### config.mk
export PLATFORM = sky130hd
export DESIGN_NAME = rr_grant_arbiter
export DESIGN_NICKNAME = d
export VERILOG_FILES = /design/src/rtl/rr_grant_arbiter.sv
export SDC_FILE = /design/constraint.sdc
export NUM_CORES = 1
export LEC_CHECK = 0
export ABC_CLOCK_PERIOD_IN_PS = 1650
export CAP_MARGIN = 10
export CORE_UTILIZATION = 45
export DETAILED_ROUTE_END_ITERATION = 6
export GPL_TIMING_DRIVEN = 1
export PLACE_DENSITY = 0.73
export SLEW_MARGIN = 20
export SYNTH_ARGS = -nofsm -noshare
export SYNTH_HDL_FRONTEND = slang
export SYNTH_SLANG_ARGS = --single-unit
### constraint.sdc
create_clock -name clk -period 1.65 [get_ports clk]
set_clock_uncertainty 0.05 [all_clocks]
set_input_delay 0.165 -clock clk [delete_from_list [all_inputs] [get_ports clk]]
set_output_delay 0.165 -clock clk [all_outputs]
set_load 0.02 [all_outputs]
### src/rtl/rr_grant_arbiter.sv
// rr_grant_arbiter
//   Grant stage of a round-robin arbiter. It takes the one-hot rotating
//   priority vector from the ring counter and picks one requester, scanning
//   downward from the priority position and wrapping around. The winner gets
//   a registered one-hot grant. The grant is held until the requester drops
//   its request or until MAX_HOLD consecutive cycles have elapsed.
//
// Ports
//   clk      rising-edge clock
//   reset    asynchronous, active-high reset
//   req      [N]          per-requester request, level-held until served
//   prio     [N]          one-hot priority pointer (sampled only in IDLE)
//   gnt      [N]          registered one-hot grant, all-zero = none
//   gnt_idx  [$clog2(N)]  binary index of the granted requester (valid when busy)
//   busy                  high while a grant is held
//   timeout               one-cycle pulse when a grant is revoked at MAX_HOLD
module rr_grant_arbiter #(
  parameter int N        = 4,
  parameter int MAX_HOLD = 8
) (
  input  logic                 clk,
  input  logic                 reset,
  input  logic [N-1:0]         req,
  input  logic [N-1:0]         prio,
  output logic [N-1:0]         gnt,
  output logic [$clog2(N)-1:0] gnt_idx,
  output logic                 busy,
  output logic                 timeout
);

  localparam int IW = $clog2(N);
  localparam int HW = $clog2(MAX_HOLD + 1);

  localparam logic [0:0] IDLE  = 1'b0;
  localparam logic [0:0] GRANT = 1'b1;

  logic [0:0]    state;
  logic [HW-1:0] hold_cnt;

  logic [IW-1:0] prio_pos;
  logic [IW-1:0] win_idx;
  logic [N-1:0]  win_oh;
  logic          win_found;

  // Priority position: highest set bit of prio; an all-zero prio falls back
  // to N-1 so a malformed pointer still yields a deterministic scan.
  always_comb begin
    prio_pos = IW'(N - 1);
    for (int unsigned i = 0; i < N; i++) begin
      if (prio[i]) prio_pos = IW'(i);
    end
  end

  // Scan p, p-1, ..., 0, N-1, ..., p+1 and take the first requester found.
  always_comb begin
    win_idx   = '0;
    win_found = 1'b0;
    for (int unsigned k = 0; k < N; k++) begin
      int unsigned j;
      j = (int'(prio_pos) + N - k) % N;
      if (!win_found && req[j]) begin
        win_found = 1'b1;
        win_idx   = IW'(j);
      end
    end
    win_oh          = '0;
    win_oh[win_idx] = 1'b1;
  end

  always_ff @(posedge clk or posedge reset) begin
    if (reset) begin
      state    <= IDLE;
      gnt      <= '0;
      gnt_idx  <= '0;
      busy     <= 1'b0;
      timeout  <= 1'b0;
      hold_cnt <= '0;
    end else begin
      case (state)
        IDLE: begin
          timeout <= 1'b0;
          if (win_found) begin
            gnt      <= win_oh;
            gnt_idx  <= win_idx;
            busy     <= 1'b1;
            hold_cnt <= HW'(1);
            state    <= GRANT;
          end
        end
        GRANT: begin
          if (!req[gnt_idx]) begin
            gnt      <= '0;
            gnt_idx  <= '0;
            busy     <= 1'b0;
            hold_cnt <= '0;
            state    <= IDLE;
          end else if (hold_cnt == HW'(MAX_HOLD)) begin
            gnt      <= '0;
            gnt_idx  <= '0;
            busy     <= 1'b0;
            timeout  <= 1'b1;
            hold_cnt <= '0;
            state    <= IDLE;
          end else begin
            hold_cnt <= hold_cnt + HW'(1);
          end
        end
        default: begin
          gnt      <= '0;
          gnt_idx  <= '0;
          busy     <= 1'b0;
          timeout  <= 1'b0;
          hold_cnt <= '0;
          state    <= IDLE;
        end
      endcase
    end
  end

endmodule

==> results of run 1 <==
==> worst max-delay path: stages (launching register included) <==
cell and delay [ns]:
dfrtp_2 0.37, mux4_2 0.52, o211ai_1 0.19, buf_4 0.20
a21oi_2 0.04, a31o_2 0.22
==> cell families (layout without fill, tap and decap cells) <==
kind of cell | count (synthesis) | in the layout | synth area share, %
AND/OR/NAND/NOR | 40 | 40 | 24.6
AO/OA/AOI/OAI | 32 | 32 | 28.2
flip-flops | 13 | 13 | 36.1
buffers and inverters | 10 | 57 | 4.85
adder cells (fa/ha/maj) | 2 | 2 | 2.77
multiplexers | 2 | 2 | 3.61
==> metrics by stage <==
stage               util [%]  cells  setup WS (ns)  hold WS [ns]
global route            76.7    171         -0.120         0.221
floorplan                  -     99         -0.143      -0.00811
finish                  76.7    171        -0.0627         0.151
detailed placement      71.5    163         -0.681         0.435
global placement        71.5    163         -0.617         0.418
CTS                     75.5    168        -0.0595         0.163
==> layout make-up <==
| class | instances | area share [%] |
|---|---|---|
| multi-input combinational | 76 | 42.7 |
| sequential | 13 | 23.6 |
| inverter | 6 | 1.63 |
| timing repair buffer | 47 | 27.9 |
| clock buffer | 4 | 1.90 |
| tap | 25 | 2.26 |
==> timing repair <==
action,4_1_cts,5_1_grt
hold buffers,0,0
endpoints found under the setup margin,11,10
setup buffers,1,3
pin swaps,10,10
resized for setup,33,8
==> final timing paths <==
path,slack (ns),endpoint,cells past startpoint
hold / removal,0.15,gnt[0]$_DFFE_PP0P_,2
setup / recovery,-0.06,hold_cnt[3]$_DFFE_PP0P_,5
hold reg to reg,0.45,gnt[0]$_DFFE_PP0P_,1
max in group asynchronous,1.04,gnt_idx[1]$_DFFE_PP0P_,2
setup reg to reg,-0.06,hold_cnt[3]$_DFFE_PP0P_,5
min in group clk,0.45,gnt[0]$_DFFE_PP0P_,1
==> state kept, by name, summed over array words and instances, names as in the netlist <==
name	cells
state	1
timeout	1
busy	1
hold_cnt	4
gnt_idx	2
gnt	4
==> power groups by stage <==
| stage | sequential, mW | combinational [mW] | clock, mW |
|---|---|---|---|
| finish | 0.527 | 0.892 | 0.202 |
| global route | 0.539 | 0.956 | 0.217 |
| global placement | 0.521 | 0.814 | 0 |
| detailed placement | 0.528 | 0.830 | 0 |
| floorplan | 0.581 | 0.372 | 0 |
| CTS | 0.523 | 0.863 | 0.205 |
==> placed cells by master, fill, tap and decap left out, drive strengths merged, types with 2 or more instances in the layout <==
cell and instances:
a211oi 2, a21o 3, a21oi 5, buf 34, clkbuf 4, clkdlybuf4s15 2, clkdlybuf4s50 9, dfrtp 13
dlygate4sd2 2, ha 2, inv 6, nand2 12, nand2b 2, nand3 2, nand3b 3, nor2 7
nor2b 2, nor3 3, nor4 2, o211ai 2, o21ai 7, o22ai 3, or4 2
==> routing by layer <==
layer | global-route usage [%] | share of wire, %
met5 | 0 | 0
met4 | 8.57 | 1.1
met3 | 3.46 | 4.6
met2 | 42.5 | 48
met1 | 36.2 | 47
==> results by group, run 1 <==
Floorplanning
  • Core area: 1800 sq um
  • Die height: around 47 microns
  • Row cnt: 15
  • Die X: 46.8 microns
  • # IOs: 18
  • Initial Util: between 50 and 60%
  • Total die area: 2190 sq um

Power
  • Pwr Total: 1.62 mW
  • Total internal power: around 970 uW
  • Comb pwr share: a little under three fifths
  • Maximum vdd drop: approximately 0.92 mV
  • P_sw: 646 uW
  • Sequential share of power: 32.5%
  • Switch share: 39.9%
  • Pleak: 0.621 nW
  • PD cells: approximately 1200 nW/um^2
  • Clock power share: 12.5%

Timing
  • PnR worst setup slack: -0.0627 ns
  • Tmin final: between 1.5 and 2 ns
  • Worst-margin pin slew: 0.499 ns
  • F_max: 0.584 GHz
  • Fin. max-slew vios: 0
  • Setup_tns: -0.183 ns
  • Rel. slew slack: 66.7%
  • Tcrit/Tclk final: 104%
  • Fin. Hold Viols: 0
  • Setup repair after global routing missed its margin: true
  • Setup Viol. Count Final: 4

Worst setup path
  • WP data required: 1.77 ns
  • Critical path startpoint category: register
  • CP Max Fanout: 4
  • CP Capture Type: register
  • RR Startpoint: gnt_idx[1]$_DFFE_PP0P_
  • Arr. time, crit path: ~1.8 ns
  • Critical Path Source: gnt_idx[1]$_DFFE_PP0P_
  • Setup CP Type: reg2reg

Synth
  • Register bit total from synthesis: 13
  • Cells after synthesis: 99
  • Number of flops mapped to enable cells by yosys: 0
  • Main flop type after synthesis: dfrtp_1
  • Commonest cells in the synthesized netlist: dfrtp_1, nand2_1, nor2_1
  • Syn Nets: 111
  • Sequential-to-total area share from yosys stat: 36.1%
  • Post-synthesis cell area: 902 sq um
  • Top cell type by total area after synthesis: dfrtp_1
  • Library cells used by synthesis: 44
  • YS warnings: 0
  • Count leader, synth: dfrtp_1
  • Top-area cell type share of the netlist area: between 30 and 40%
  • Top cells by area, synth: dfrtp_1, nand2_1, o21ai_0
  • Synth async-reset ratio: 100%
  • Synth Area per Inst: 9.11 sq um

Clock network
  • Worst-skew pair later-pin latency: 0.28 ns
  • Longest Clk Path Bufs: 2
  • Clk sink count: 13
  • CTS tree: built
  • Clock transition at path regs: approximately 0.08 ns
  • CTS H-tree depth: 1
  • Clk root buf: clkbuf_4
  • Num CTS Buffers: 3

Layout
  • Fin area: around 1400 sq um
  • Ant diodes: 0
  • Nets@finish: about 160
  • Synthesis-to-layout area growth: 53.1%
  • # fillers: 133
  • Layout cells sized above 1: 39.7%
  • Multi-input gate area: 589 sq um
  • Reg area: 327 sq um

Place
  • DP HPWL: 1850 microns
  • GPL Wtd Cong: 0.883
  • Placed cell area: around 1300 sq um
  • PortBufs: 17

Drt
  • DRC: 0
  • Detailed-route vias per instance: between 5 and 6
  • DR iter-0 viols: 16
  • ANT nets after route: 0
  • Vias: 962
  • Average wire per standard cell: 15.1 microns
  • First drt pass iteration count: 4
  • Wirelength, routed: 2590 microns

Global route
  • Initial antenna violation count: 0
  • Overflow after GRT: 0
  • Global-route wire length before repair: 3950 microns
  • Largest net degree at the start of global routing: 14
  • GRT Total Usage: a little over a quarter
  • Vias in the first global route: about 900

Job
  • Max-cap viol count: 0

Outcome
  • Failing checks: setup timing
  • Status: finished, violations left

Worst hold path
  • Class of the worst hold path: in2async
Power figures use the tool's default switching activity.
==> run 2: changes to the inputs <==
Settings changed: CORE_ASPECT_RATIO set to 0.75.
==> results by group, run 2 (same netlist as run 1, synthesis figures left out) <==
Outcome
  • Status: finished, violations left (unchanged)
  • Failing checks: setup timing (unchanged)

Layout
  • Commonest non-fill, non-tap cell in the layout: buf_4 (unchanged)
  • Post-layout util: 78.1% (was 76.7%)
  • Final cell count without fillers: 174 (was 171)
  • Nets@finish: 165 (was 159)
  • Commonest non-fill, non-tap cells in the layout: buf_4, nand2_1, dfrtp_1 (unchanged)
  • Layout cells sized above 1: 42.8% (was 39.7%)
  • Biggest regs: gnt x4, hold_cnt x4, gnt_idx x2 (unchanged)
  • Synthesis-to-layout area growth: 56.3% (was 53.1%)
  • Ant diodes: 0 (unchanged)

Worst setup path
  • Path depth of the worst reg2reg path: 5 (unchanged)
  • Crit-path cells: mux4_2 > o211ai_1 > o41ai_4 > buf_4 > a22o_1 (was mux4_2 > o211ai_1 > buf_4 > a21oi_2 > a31o_2)
  • Critical Path Source: gnt_idx[1]$_DFFE_PP0P_ (unchanged)
  • Stages on worst setup path: 5 (unchanged)
  • RR Startpoint: gnt_idx[1]$_DFFE_PP0P_ (unchanged)
  • Worst R2R End: gnt[2]$_DFFE_PP0P_ (was hold_cnt[3]$_DFFE_PP0P_)
  • R2r setup slk: -0.22 ns (was -0.06 ns)
  • Slowest CP cell: mux4_2 (unchanged)
  • Kind of cell adding the most delay to the critical path: compound AO/OA/AOI/OAI gates (was multiplexers)
  • CP Max Fanout: 7 (was 4)
  • Critical path startpoint category: register (unchanged)
  • Worst path max stage delay: 0.54 ns (was 0.52 ns)
  • CP Capture Type: register (unchanged)
  • WP buf/inv: 1 (unchanged)
  • Arr. time, crit path: 2.00 ns (was 1.84 ns)
  • Setup CP Type: reg2reg (unchanged)
  • WP data required: 1.78 ns (was 1.77 ns)

Timing
  • Fin. max-slew vios: 0 (unchanged)
  • Fin. Hold Viols: 0 (unchanged)
  • F_max: 0.534 GHz (was 0.584 GHz)
  • Hold Slack: 0.176 ns (was 0.151 ns)
  • Setup Viol. Count Final: 9 (was 4)
  • Worst-margin pin slew: 0.536 ns (was 0.499 ns)
  • Setup_tns: -1.28 ns (was -0.183 ns)
  • Tcrit/Tclk final: 113% (was 104%)
  • PnR worst setup slack: -0.221 ns (was -0.0627 ns)
  • Setup repair after global routing missed its margin: true (unchanged)
  • Tmin final: 1.87 ns (was 1.71 ns)
  • Rel. slew slack: 64.2% (was 66.7%)

Floorplanning
  • Core area: 1810 sq um (was 1800 sq um)
  • Total die area: 2190 sq um (about the same)
  • Row cnt: 13 (was 15)
  • Die height: 40.8 microns (was 46.8 microns)
  • # IOs: 18 (unchanged)
  • Initial Util: 50.0% (was 50.1%)
  • Die X: 53.7 microns (was 46.8 microns)

Power
  • PD cells: 1240 nW/um^2 (was 1170 nW/um^2)
  • Pleak: 0.667 nW (was 0.621 nW)
  • Maximum vdd drop: 0.839 mV (was 0.915 mV)

Clock network
  • CTS tree: built (unchanged)
  • Longest Clk Path Bufs: 2 (unchanged)
  • Num CTS Buffers: 3 (unchanged)
  • CTS H-tree depth: 1 (unchanged)
  • Clk root buf: clkbuf_4 (unchanged)
  • Worst-skew pair later-pin latency: 0.29 ns (was 0.28 ns)
  • Hold Buf Count CTS: 0 (unchanged)
  • Clk sink count: 13 (unchanged)
  • Clock transition at path regs: 0.09 ns (was 0.08 ns)

Drt
  • Wirelength, routed: 3020 microns (was 2590 microns)
  • ANT nets after route: 0 (unchanged)
  • DR iter-0 viols: 20 (was 16)
  • Detailed-route vias per instance: 5.67 (was 5.63)
  • Average wire per standard cell: 17.4 microns (was 15.1 microns)
  • DRC: 0 (unchanged)
  • Vias: 986 (was 962)
  • First drt pass iteration count: 4 (unchanged)

Worst hold path
  • Class of the worst hold path: in2async (unchanged)

Global route
  • Initial antenna violation count: 0 (unchanged)
  • Vias in the first global route: 895 (was 901)
  • Global-route wire length before repair: 4210 microns (was 3950 microns)
  • Largest net degree at the start of global routing: 14 (unchanged)
  • GRT Total Usage: 28.6% (was 26.1%)
  • Overflow after GRT: 0 (unchanged)

Place
  • DP HPWL: 1970 microns (was 1850 microns)
  • GPL Wtd Cong: 0.904 (was 0.883)
  • Cells after DPL: 164 (was 163)
  • PortBufs: 17 (unchanged)

Job
  • Max-cap viol count: 0 (unchanged)
-- run 2: power breakdown --
group / leakage [nW] / total [mW] / internal (mW) / switching [mW]
sequential: 0.167 / 0.506 / 0.425 / 0.0802
clock: 0.0177 / 0.209 / 0.0901 / 0.119
combinational: 0.482 / 1.03 / 0.527 / 0.507
total: 0.667 / 1.75 / 1.04 / 0.706
-- run 2: routing by layer --
metal  up-vias  routed length, microns  track usage, %
li1        472                       -               -
met1       486                    1400            38.3
met2        24                    1450            47.2
met3         4                     144            9.26
met4         0                      29            1.97
met5         -                       0               0
-- run 2: worst reg2reg max path, cell delays in order, from the launching register on --
cell and delay [ns]:
dfrtp_2 0.38, mux4_2 0.54, o211ai_1 0.25, o41ai_4 0.15, buf_4 0.19, a22o_1 0.21
-- run 2: worst max-delay path by stage --
| stage | to | slack, ns |
|---|---|---|
| detailed placement | gnt[0]$_DFFE_PP0P_ | -0.72 |
| global placement | gnt[0]$_DFFE_PP0P_ | -0.60 |
| finish | gnt[2]$_DFFE_PP0P_ | -0.22 |
| CTS | gnt[2]$_DFFE_PP0P_ | -0.15 |
| global route | gnt[2]$_DFFE_PP0P_ | -0.28 |
| floorplan | gnt[2]$_DFFE_PP0P_ | -0.14 |
-- run 2: timing repair --
action	4_1_cts	5_1_grt
pin swaps	6	8
hold endpoints to repair	0	0
cloned	0	0
resized for setup	19	20
endpoints found under the setup margin	12	12
setup buffers	5	3
-- run 2: cell type report --
cell class,instances,area (sq um)
clock buffers,3,22.5
repair buffers,53,427
clock inverters,1,5.00
multi-input cells,76,579
fillers,122,395
flip-flops and latches,13,327
inverters,6,22.5
well taps,22,27.5
-- run 2: through the flow --
step	setup slack [ns]	power (mW)	cell area (sq um)
final	-0.221	1.75	1410
after global placement	-0.603	1.38	1320
after floorplan	-0.143	0.953	913
after detailed placement	-0.717	1.40	1320
after CTS	-0.147	1.66	1390
after global routing	-0.282	1.84	1410
==> run 3: changes to the inputs <==
Settings changed: GPL_ROUTABILITY_DRIVEN set to 0.
==> results by group, run 3 (same netlist as run 1, synthesis figures left out) <==
Drt
  • ANT nets after route: 0 (unchanged)
  • First drt pass iteration count: 4 (unchanged)
  • Average wire per standard cell: 15.3 microns (was 17.4 microns)
  • Vias: 989 (was 986)
  • DRC: 0 (unchanged)
  • DR iter-0 viols: 36 (was 20)
  • Wirelength, routed: 2590 microns (was 3020 microns)
  • Detailed-route vias per instance: 5.85 (was 5.67)

Floorplanning
  • Row cnt: 13 (unchanged)
  • # IOs: 18 (unchanged)
  • Die X: 53.7 microns (unchanged)
  • Core area: 1810 sq um (unchanged)
  • Die height: 40.8 microns (unchanged)
  • Total die area: 2190 sq um (unchanged)
  • Initial Util: 50.0% (unchanged)

Clock network
  • CTS tree: built (unchanged)
  • Clk sink count: 13 (unchanged)
  • Worst-skew pair later-pin latency: 0.29 ns (about the same)
  • Longest Clk Path Bufs: 2 (unchanged)
  • Clock transition at path regs: 0.08 ns (was 0.09 ns)
  • Clk root buf: clkbuf_4 (unchanged)
  • CTS H-tree depth: 1 (unchanged)
  • Num CTS Buffers: 3 (unchanged)

Place
  • DP Worst Slack: -0.739 ns (was -0.717 ns)
  • PortBufs: 17 (unchanged)
  • DP HPWL: 1870 microns (was 1970 microns)

Timing
  • Fin. Hold Viols: 0 (unchanged)
  • Rel. slew slack: 67.0% (was 64.2%)
  • Hold Slack: 0.146 ns (was 0.176 ns)
  • F_max: 0.559 GHz (was 0.534 GHz)
  • Worst-margin pin slew: 0.494 ns (was 0.536 ns)
  • Fin. max-slew vios: 0 (unchanged)
  • Setup_tns: -0.787 ns (was -1.28 ns)
  • Tmin final: 1.79 ns (was 1.87 ns)
  • PnR worst setup slack: -0.140 ns (was -0.221 ns)
  • Tcrit/Tclk final: 109% (was 113%)
  • Setup Viol. Count Final: 11 (was 9)
  • Setup repair after global routing missed its margin: true (unchanged)

Worst setup path
  • WP data required: 1.78 ns (about the same)
  • Setup CP Type: reg2reg (unchanged)
  • CP Capture Type: register (unchanged)
  • Critical path startpoint category: register (unchanged)
  • R2r setup slk: -0.14 ns (was -0.22 ns)
  • Arr. time, crit path: 1.92 ns (was 2.00 ns)
  • RR Startpoint: gnt_idx[1]$_DFFE_PP0P_ (unchanged)
  • Worst R2R End: gnt[2]$_DFFE_PP0P_ (unchanged)
  • Path depth of the worst reg2reg path: 4 (was 5)
  • CP Max Fanout: 7 (unchanged)

Power
  • Pwr Total: 1.71 mW (was 1.75 mW)
  • Pleak: 0.634 nW (was 0.667 nW)
  • Maximum vdd drop: 1.01 mV (was 0.839 mV)
  • PD cells: 1230 nW/um^2 (was 1240 nW/um^2)

Job
  • Max-cap viol count: 0 (unchanged)

Global route
  • Global-route wire length before repair: 3980 microns (was 4210 microns)
  • Vias in the first global route: 850 (was 895)
  • Overflow after GRT: 0 (unchanged)
  • Largest net degree at the start of global routing: 14 (unchanged)
  • Initial antenna violation count: 0 (unchanged)
  • GRT Total Usage: 27.4% (was 28.6%)

Layout
  • Layout cells sized above 1: 40.1% (was 42.8%)
  • Post-layout util: 77.1% (was 78.1%)
  • Ant diodes: 0 (unchanged)
  • Commonest non-fill, non-tap cells in the layout: buf_4, nand2_1, dfrtp_1 (unchanged)
  • Nets@finish: 160 (was 165)
  • Commonest non-fill, non-tap cell in the layout: buf_4 (unchanged)
  • Synthesis-to-layout area growth: 54.4% (was 56.3%)
  • Biggest regs: gnt x4, hold_cnt x4, gnt_idx x2 (unchanged)

Outcome
  • Status: finished, violations left (unchanged)
  • Failing checks: setup timing (unchanged)

Worst hold path
  • Class of the worst hold path: in2async (unchanged)
==> run 3: changes by cell type in the layout (fill, tap and decap cells not counted), sizes merged <==
cell           previous run  this run
clkdlybuf4s50             8         9
buf                      38        31
dlymetal6s2s              1         0
clkbuf                    6         5
dlygate4sd2               2         5
==> run 3: cell type report <==
class / instances / area (sq um)
well taps: 22 / 27.5
repair buffers: 48 / 394
clock inverters: 1 / 5.00
flip-flops and latches: 13 / 327
inverters: 6 / 22.5
fillers: 116 / 413
multi-input cells: 76 / 594
clock buffers: 3 / 22.5
==> run 3: worst max-delay path: stages, from the launching register on <==
cell,delay (ns)
dfrtp_2,0.38
mux4_2,0.54
o211ai_1,0.23
o41ai_4,0.22
a22o_1,0.25
==> run 3: routing by layer <==
metal / part of all wire (%) / track usage, % / up-vias
li1: - / - / 470
met1: 49 / 37.9 / 472
met2: 44 / 39.8 / 40
met3: 5.6 / 7.04 / 7
met4: 1.6 / 12.5 / 0
met5: 0 / 0 / -
==> run 3: worst max path at each step <==
stage | startpoint | endpoint | slack (ns)
after floorplan | gnt_idx[1]$_DFFE_PP0P_ | gnt[2]$_DFFE_PP0P_ | -0.14
after global placement | prio[2] | gnt[2]$_DFFE_PP0P_ | -0.60
after detailed placement | prio[1] | gnt[0]$_DFFE_PP0P_ | -0.74
after CTS | prio[2] | gnt[2]$_DFFE_PP0P_ | -0.14
after global routing | gnt_idx[1]$_DFFE_PP0P_ | gnt[2]$_DFFE_PP0P_ | -0.20
final | gnt_idx[1]$_DFFE_PP0P_ | gnt[2]$_DFFE_PP0P_ | -0.14
==> run 3: report_power, final <==
part	total, mW	internal [mW]	switching (mW)
logic	1.01	0.515	0.496
registers	0.496	0.425	0.0709
clock network	0.206	0.0903	0.116
total	1.71	1.03	0.683
==> run 3: through the flow <==
| step | area, sq um | instances |
|---|---|---|
| finish | 1390 | 169 |
| global route | 1390 | 169 |
| global placement | 1320 | 164 |
| floorplan | 913 | 99 |
| detailed placement | 1320 | 164 |
| CTS | 1380 | 169 |
==> run 3: what timing repair did <==
item / in CTS / in global routing
gates resized for setup: 19 / 12
setup endpoints to repair: 12 / 12
hold buffers: 0 / 0
buffers inserted: 2 / 1
gates cloned: 0 / 0
pin swaps: 6 / 4
hold endpoints to repair: 0 / 0
